File: src/rtl/controlador_selecao.sv
// controlador_selecao
//   Two-key product selection sequencer for the vending machine keypad. Synchronises the raw
//   keypad lines, detects press events, builds the 4-bit selection code from two key indices,
//   enforces an entry timeout and issues one-cycle valid / error strobes.
//
// Ports
//   clock         in   1  system clock, rising edge
//   reset         in   1  asynchronous reset, active-high
//   tecla         in   4  raw keypad lines, one-hot per key, active-high
//   estado        in   2  vending FSM state; selection accepted only when 0
//   cancelar      in   1  synchronous abort of the current entry
//   digito        out  2  0 idle, 1 awaiting second key, 2 code complete
//   codigo        out  4  [3:2] first key index, [1:0] second key index
//   codigo_valido out  1  one-cycle strobe, codigo holds a complete selection
//   erro          out  1  one-cycle strobe, multi-key press or timeout
//
// Configuration
//   DEBOUNCE_EN   when defined, synced keys must be stable for DEBOUNCE_CICLOS clocks before
//                 they are used for edge detection.

module controlador_selecao #(
  parameter int unsigned TIMEOUT_CICLOS  = 50_000_000,
  parameter int unsigned DEBOUNCE_CICLOS = 500_000
) (
  input  logic       clock,
  input  logic       reset,
  input  logic [3:0] tecla,
  input  logic [1:0] estado,
  input  logic       cancelar,
  output logic [1:0] digito,
  output logic [3:0] codigo,
  output logic       codigo_valido,
  output logic       erro
);

  localparam int unsigned TW = (TIMEOUT_CICLOS > 1) ? $clog2(TIMEOUT_CICLOS) : 1;
  localparam logic [TW-1:0] TIMER_MAX = TW'(TIMEOUT_CICLOS - 1);

  typedef enum logic [1:0] {
    StOcioso    = 2'd0,
    StAguardaD2 = 2'd1,
    StFinaliza  = 2'd2
  } t_estado;

  logic [3:0] r_sync1, r_sync2, r_prev;
  logic [3:0] w_key;

  always_ff @(posedge clock or posedge reset) begin
    if (reset) begin
      r_sync1 <= '0;
      r_sync2 <= '0;
    end else begin
      r_sync1 <= tecla;
      r_sync2 <= r_sync1;
    end
  end

`ifdef DEBOUNCE_EN
  localparam int unsigned DW = (DEBOUNCE_CICLOS > 1) ? $clog2(DEBOUNCE_CICLOS + 1) : 1;

  logic [3:0]    r_deb_val, r_deb_cand;
  logic [DW-1:0] r_deb_cnt;
  logic [DW-1:0] w_deb_cnt_nxt;

  // Counts consecutive clocks the synced value has differed from the debounced one while
  // staying identical to itself; a different candidate restarts at 1.
  always_comb begin
    w_deb_cnt_nxt = (r_sync2 == r_deb_cand) ? r_deb_cnt + 1'b1 : DW'(1);
  end

  always_ff @(posedge clock or posedge reset) begin
    if (reset) begin
      r_deb_val  <= '0;
      r_deb_cand <= '0;
      r_deb_cnt  <= '0;
    end else if (r_sync2 == r_deb_val) begin
      r_deb_cnt <= '0;
    end else if (w_deb_cnt_nxt >= DW'(DEBOUNCE_CICLOS)) begin
      r_deb_val <= r_sync2;
      r_deb_cnt <= '0;
    end else begin
      r_deb_cand <= r_sync2;
      r_deb_cnt  <= w_deb_cnt_nxt;
    end
  end

  assign w_key = r_deb_val;
`else
  assign w_key = r_sync2;
`endif

  always_ff @(posedge clock or posedge reset) begin
    if (reset) r_prev <= '0;
    else       r_prev <= w_key;
  end

  logic       w_press, w_multi, w_valid;
  logic [1:0] w_idx;

  assign w_press = (w_key != 4'd0) && (r_prev == 4'd0);
  // More than one bit set: clearing the lowest set bit leaves something.
  assign w_multi = (w_key & (w_key - 4'd1)) != 4'd0;
  assign w_valid = w_press && !w_multi;

  always_comb begin
    w_idx = 2'd0;
    unique case (w_key)
      4'b0001: w_idx = 2'd0;
      4'b0010: w_idx = 2'd1;
      4'b0100: w_idx = 2'd2;
      4'b1000: w_idx = 2'd3;
      default: w_idx = 2'd0;
    endcase
  end

  t_estado       r_state, w_state_nxt;
  logic [3:0]    r_codigo, w_codigo_nxt;
  logic [TW-1:0] r_timer, w_timer_nxt;
  logic          r_erro, w_erro_nxt;

  always_ff @(posedge clock or posedge reset) begin
    if (reset) begin
      r_state  <= StOcioso;
      r_codigo <= '0;
      r_timer  <= '0;
      r_erro   <= 1'b0;
    end else begin
      r_state  <= w_state_nxt;
      r_codigo <= w_codigo_nxt;
      r_timer  <= w_timer_nxt;
      r_erro   <= w_erro_nxt;
    end
  end

  always_comb begin
    w_state_nxt  = r_state;
    w_codigo_nxt = r_codigo;
    w_timer_nxt  = '0;
    w_erro_nxt   = 1'b0;
    if (cancelar) begin
      w_state_nxt  = StOcioso;
      w_codigo_nxt = '0;
    end else begin
      unique case (r_state)
        StOcioso: begin
          if (w_press && (estado == 2'd0)) begin
            if (w_multi) begin
              w_erro_nxt = 1'b1;
            end else begin
              w_state_nxt  = StAguardaD2;
              w_codigo_nxt = {w_idx, 2'b00};
            end
          end
        end
        StAguardaD2: begin
          w_erro_nxt = w_press && w_multi;
          if (estado != 2'd0) begin
            w_state_nxt  = StOcioso;
            w_codigo_nxt = '0;
          end else if (w_valid) begin
            // A valid press beats a simultaneous timeout.
            w_state_nxt       = StFinaliza;
            w_codigo_nxt[1:0] = w_idx;
          end else if (r_timer == TIMER_MAX) begin
            w_state_nxt  = StOcioso;
            w_codigo_nxt = '0;
            w_erro_nxt   = 1'b1;
          end else begin
            w_timer_nxt = r_timer + 1'b1;
          end
        end
        StFinaliza: begin
          w_erro_nxt  = w_press && w_multi;
          w_state_nxt = StOcioso;
        end
        default: begin
          w_state_nxt  = StOcioso;
          w_codigo_nxt = '0;
        end
      endcase
    end
  end

  assign digito        = r_state;
  assign codigo        = r_codigo;
  assign codigo_valido = (r_state == StFinaliza);
  assign erro          = r_erro;

endmodule

File: config.mk
export PLATFORM = sky130hd
export DESIGN_NAME = controlador_selecao
export DESIGN_NICKNAME = d
export VERILOG_FILES = /design/src/rtl/controlador_selecao.sv
export SDC_FILE = /design/constraint.sdc
export NUM_CORES = 1
export LEC_CHECK = 0
export CORE_ASPECT_RATIO = 0.6
export CORE_MARGIN = 10
export CORE_UTILIZATION = 51
export DETAILED_ROUTE_END_ITERATION = 10
export PLACE_DENSITY = 0.73
export RECOVER_POWER = 25
export SLEW_MARGIN = 25
export SYNTH_ARGS = -nofsm -noshare
export SYNTH_HDL_FRONTEND = slang
export SYNTH_SLANG_ARGS = --single-unit
File: constraint.sdc
create_clock -name clock -period 1.85 [get_ports clock]
set_input_delay 0.37 -clock clock [delete_from_list [all_inputs] [get_ports clock]]
set_output_delay 0.37 -clock clock [all_outputs]
set_load 0.005 [all_outputs]
==> results.json <==
{
  "status": "complete, no violations",
  "setup_viol": 0,
  "final_cell_area_um2": 2530,
  "worst-slew-pin-transition_ns": 1.07,
  "io_pins": 17,
  "rsz0062_at_grt": "true",
  "syn_area_um2": 2070,
  "wl_um": 4440,
  "viasPerCell": 5.64,
  "final_layout_size_suffix_gt1_share_pct": 17.7,
  "slew_violations": 0,
  "grt_max_degree": 46,
  "p_seq_share_pct": 59.3,
  "core-area_um2": 3790,
  "dp_hpwl_um": 3080,
  "synthCells": 191,
  "use_met2_pct": 17.5,
  "relSlewSlack_pct": 29.0,
  "power.internal_w": 0.00130,
  "antenna_found_initial": 0,
  "clk_pin_slew_ns": 0.09,
  "place_congestion": 0.905,
  "powerDensity_nw_per_um2": 671,
  "grtUsageMet1_pct": 16.6,
  "antenna_cells": 0,
  "worst-path-max-fanout": 4,
  "cp.required_ns": 2.05,
  "busiest_layer": "met2",
  "multi_input_area_um2": 943,
  "placed_area_um2": 2380,
  "tns_ns": 0,
  "yosys_warnings": 0,
  "grt-ovfl-total": 0,
  "p_switching_w": 0.000401,
  "whs_ns": 0.356,
  "cts-htree-levels": 2,
  "drt_iter0_drc": 104,
  "combPwrFrac_pct": 3.9,
  "avgSynthCellArea_um2": 10.8,
  "fin_cells": 273,
  "synthToLayoutAreaGrowth_pct": 22.3,
  "synth_fa_ha_area_share_pct": 1.09,
  "crit_chain": "or4_4 -> or2_4 -> a21o_1 -> o2bb2ai_1 -> a22o_1",
  "die_x_um": 102,
  "row_count": 17,
  "dr.pass1.iters": 4,
  "clock_path_buffers": 2,
  "clockPowerShare_pct": 36.8,
  "power_leakage_nw": 1.06,
  "max_clock_freq_mhz": 545,
  "grt_use_met3_pct": 4.07,
  "synth_fp_nets": 201,
  "synth_top_family_by_area": "simple AND/OR/NAND/NOR gates",
  "grt_pass1_vias": 1511,
  "switching_share_pct": 23.6,
  "cts_hold_buf": 0,
  "yosysSeqAreaShare_pct": 54.4,
  "wl_per_cell_um": 16.3,
  "layout.nets": 235,
  "cts_tree": "built",
  "ys_types": 38,
  "finalCriticalPeriod_ns": 1.84,
  "grt_pass1_wl_um": 7060,
  "final_core_utilization_pct": 66.9,
  "clk_latency_ns": 0.30,
  "ctsRootBufferMaster": "clkbuf_8",
  "n_fill_cell": 297,
  "synth.area.mux_share_pct": 0,
  "synthSimpleGateAreaFrac_pct": 26.0,
  "synth_compound_area_share_pct": 5.74,
  "synth_seq_cells": 45,
  "vias": 1540,
  "max_cap_violations": 0,
  "die_area_um2": 7090,
  "start_kind": "flop",
  "die_h_um": 69.4,
  "cts_buffers": 5,
  "clock_sinks": 45,
  "skew_ns": 0.00821,
  "crit_type": "flop to flop",
  "drc": 0,
  "hold_class": "flop to flop",
  "postRouteAntennaNets": 0,
  "initial_utilization_pct": 54.7,
  "grt_use_total_pct": 12.4,
  "period_share_pct": 99.3,
  "hold_viol": 0,
  "critPathCaptureType": "flop",
  "crit_slowest_cell": "or4_4",
  "dp_cells": 262,
  "synth-xor-area-share_pct": 11.0,
  "peakVddDrop_mv": 0.495,
  "regArea_um2": 1130,
  "numPortBuffers": 16,
  "slowest_delay_ns": 0.57,
  "critPathArrivalTime_ns": 2.03
}
[sequential cells by signal (all words and copies together), names as in the netlist]
name,cells
erro,1
r_sync1,4
r_timer,26
digito,2
r_sync2,4
codigo,4
r_prev,4
[synthesized netlist by cell type, drive strengths merged]
master / instances / share of area, %
a2111oi: 1 / 0.42
dfrtp: 45 / 54
nor3: 7 / 1.7
buf: 4 / 1.4
nand4: 8 / 2.7
nor4: 7 / 3.0
nor2: 32 / 5.8
nor2b: 2 / 0.60
or3: 2 / 0.85
maj3: 1 / 0.48
nand3b: 1 / 0.97
a22o: 3 / 1.3
nand3: 12 / 2.9
inv: 2 / 0.36
nor3b: 1 / 0.36
and2: 2 / 0.60
and3: 4 / 1.2
ha: 1 / 0.60
and4: 2 / 0.85
a21oi: 5 / 1.2
xnor2: 9 / 3.8
o21ai: 2 / 0.48
o41ai: 1 / 0.42
a21o: 4 / 1.5
nand2: 9 / 1.6
o2bb2ai: 1 / 0.42
or2: 2 / 0.73
nor4b: 3 / 1.6
xor2: 17 / 7.2
or4: 1 / 0.54
[metrics by stage]
| stage | worst slack (ns) | power [W] |
|---|---|---|
| final | 0.0135 | 0.00170 |
| after global routing | -0.0481 | 0.00177 |
| after CTS | 0.0120 | 0.00173 |
| after detailed placement | -0.267 | 0.00110 |
| after global placement | -0.220 | 0.00110 |
| after floorplan | 0.107 | 0.00106 |
[critical path: cells and delay by family, from the launching register on]
| kind | cells | cell delay (ns) |
|---|---|---|
| flip-flops | 1 | 0.37 |
| AND/OR/NAND/NOR | 2 | 0.84 |
| AO/OA/AOI/OAI | 3 | 0.52 |
[kinds of logic after synthesis]
family | Yosys count
AND/OR/NAND/NOR | 95
flip-flops | 45
XOR/XNOR | 26
AO/OA/AOI/OAI | 17
buffers and inverters | 6
adder cells (fa/ha/maj) | 2
[metal layers]
metal | share of wire, % | up-vias
met5 | 0 | -
met4 | 0.88 | 0
met3 | 7.0 | 6
met2 | 45 | 46
met1 | 47 | 750
li1 | - | 738
[power groups by stage]
stage / sequential (W) / combinational [W] / clock [W]
floorplan: 0.00102 / 0.0000383 / 0
global placement: 0.00103 / 0.0000692 / 0
detailed placement: 0.00103 / 0.0000708 / 0
CTS: 0.00101 / 0.0000713 / 0.000648
global route: 0.00101 / 0.0000741 / 0.000684
finish: 0.00101 / 0.0000661 / 0.000625
[final cells by class]
class	count	share of cell area, %
Clock buffer	5	2.72
Multi-Input combinational cell	140	37.3
Clock inverter	3	0.988
Sequential cell	45	44.6
Tap cell	47	2.32
Timing Repair Buffer	31	11.9
Inverter	2	0.296
[path summary, 6_finish.rpt]
path	from	endpoint	slack [ns]	depth (start not counted)
worst min register to register	r_sync1[1]	r_sync2[1]	0.36	0
max in group asynchronous	reset	digito[0]	0.27	3
worst max-delay path	r_prev[2]	codigo[3]	0.01	5
worst max register to register	r_prev[2]	codigo[3]	0.01	5
min in group asynchronous	reset	r_timer[4]	0.85	3
worst min-delay path	r_sync1[1]	r_sync2[1]	0.36	0
[timing repair]
action,in CTS,in global routing
pin swaps,0,1
gates cloned,0,1
buffers inserted,1,1
endpoints found under the setup margin,1,26
hold endpoints to repair,0,0
resized for setup,1,8
[placed cells by master (no fill, tap or decap), types with 4 or more instances in the layout]
cell type	instances
dfrtp_1	43
nor2_1	31
xor2_1	17
nand3_1	12
buf_4	12
clkdlybuf4s50_1	11
xnor2_1	9
nand2_1	9
nand4_1	7
nor3_1	7
a21oi_1	5
clkbuf_8	5
dlygate4sd3_1	5
and3_1	4
Power figures use the tool's default switching activity.
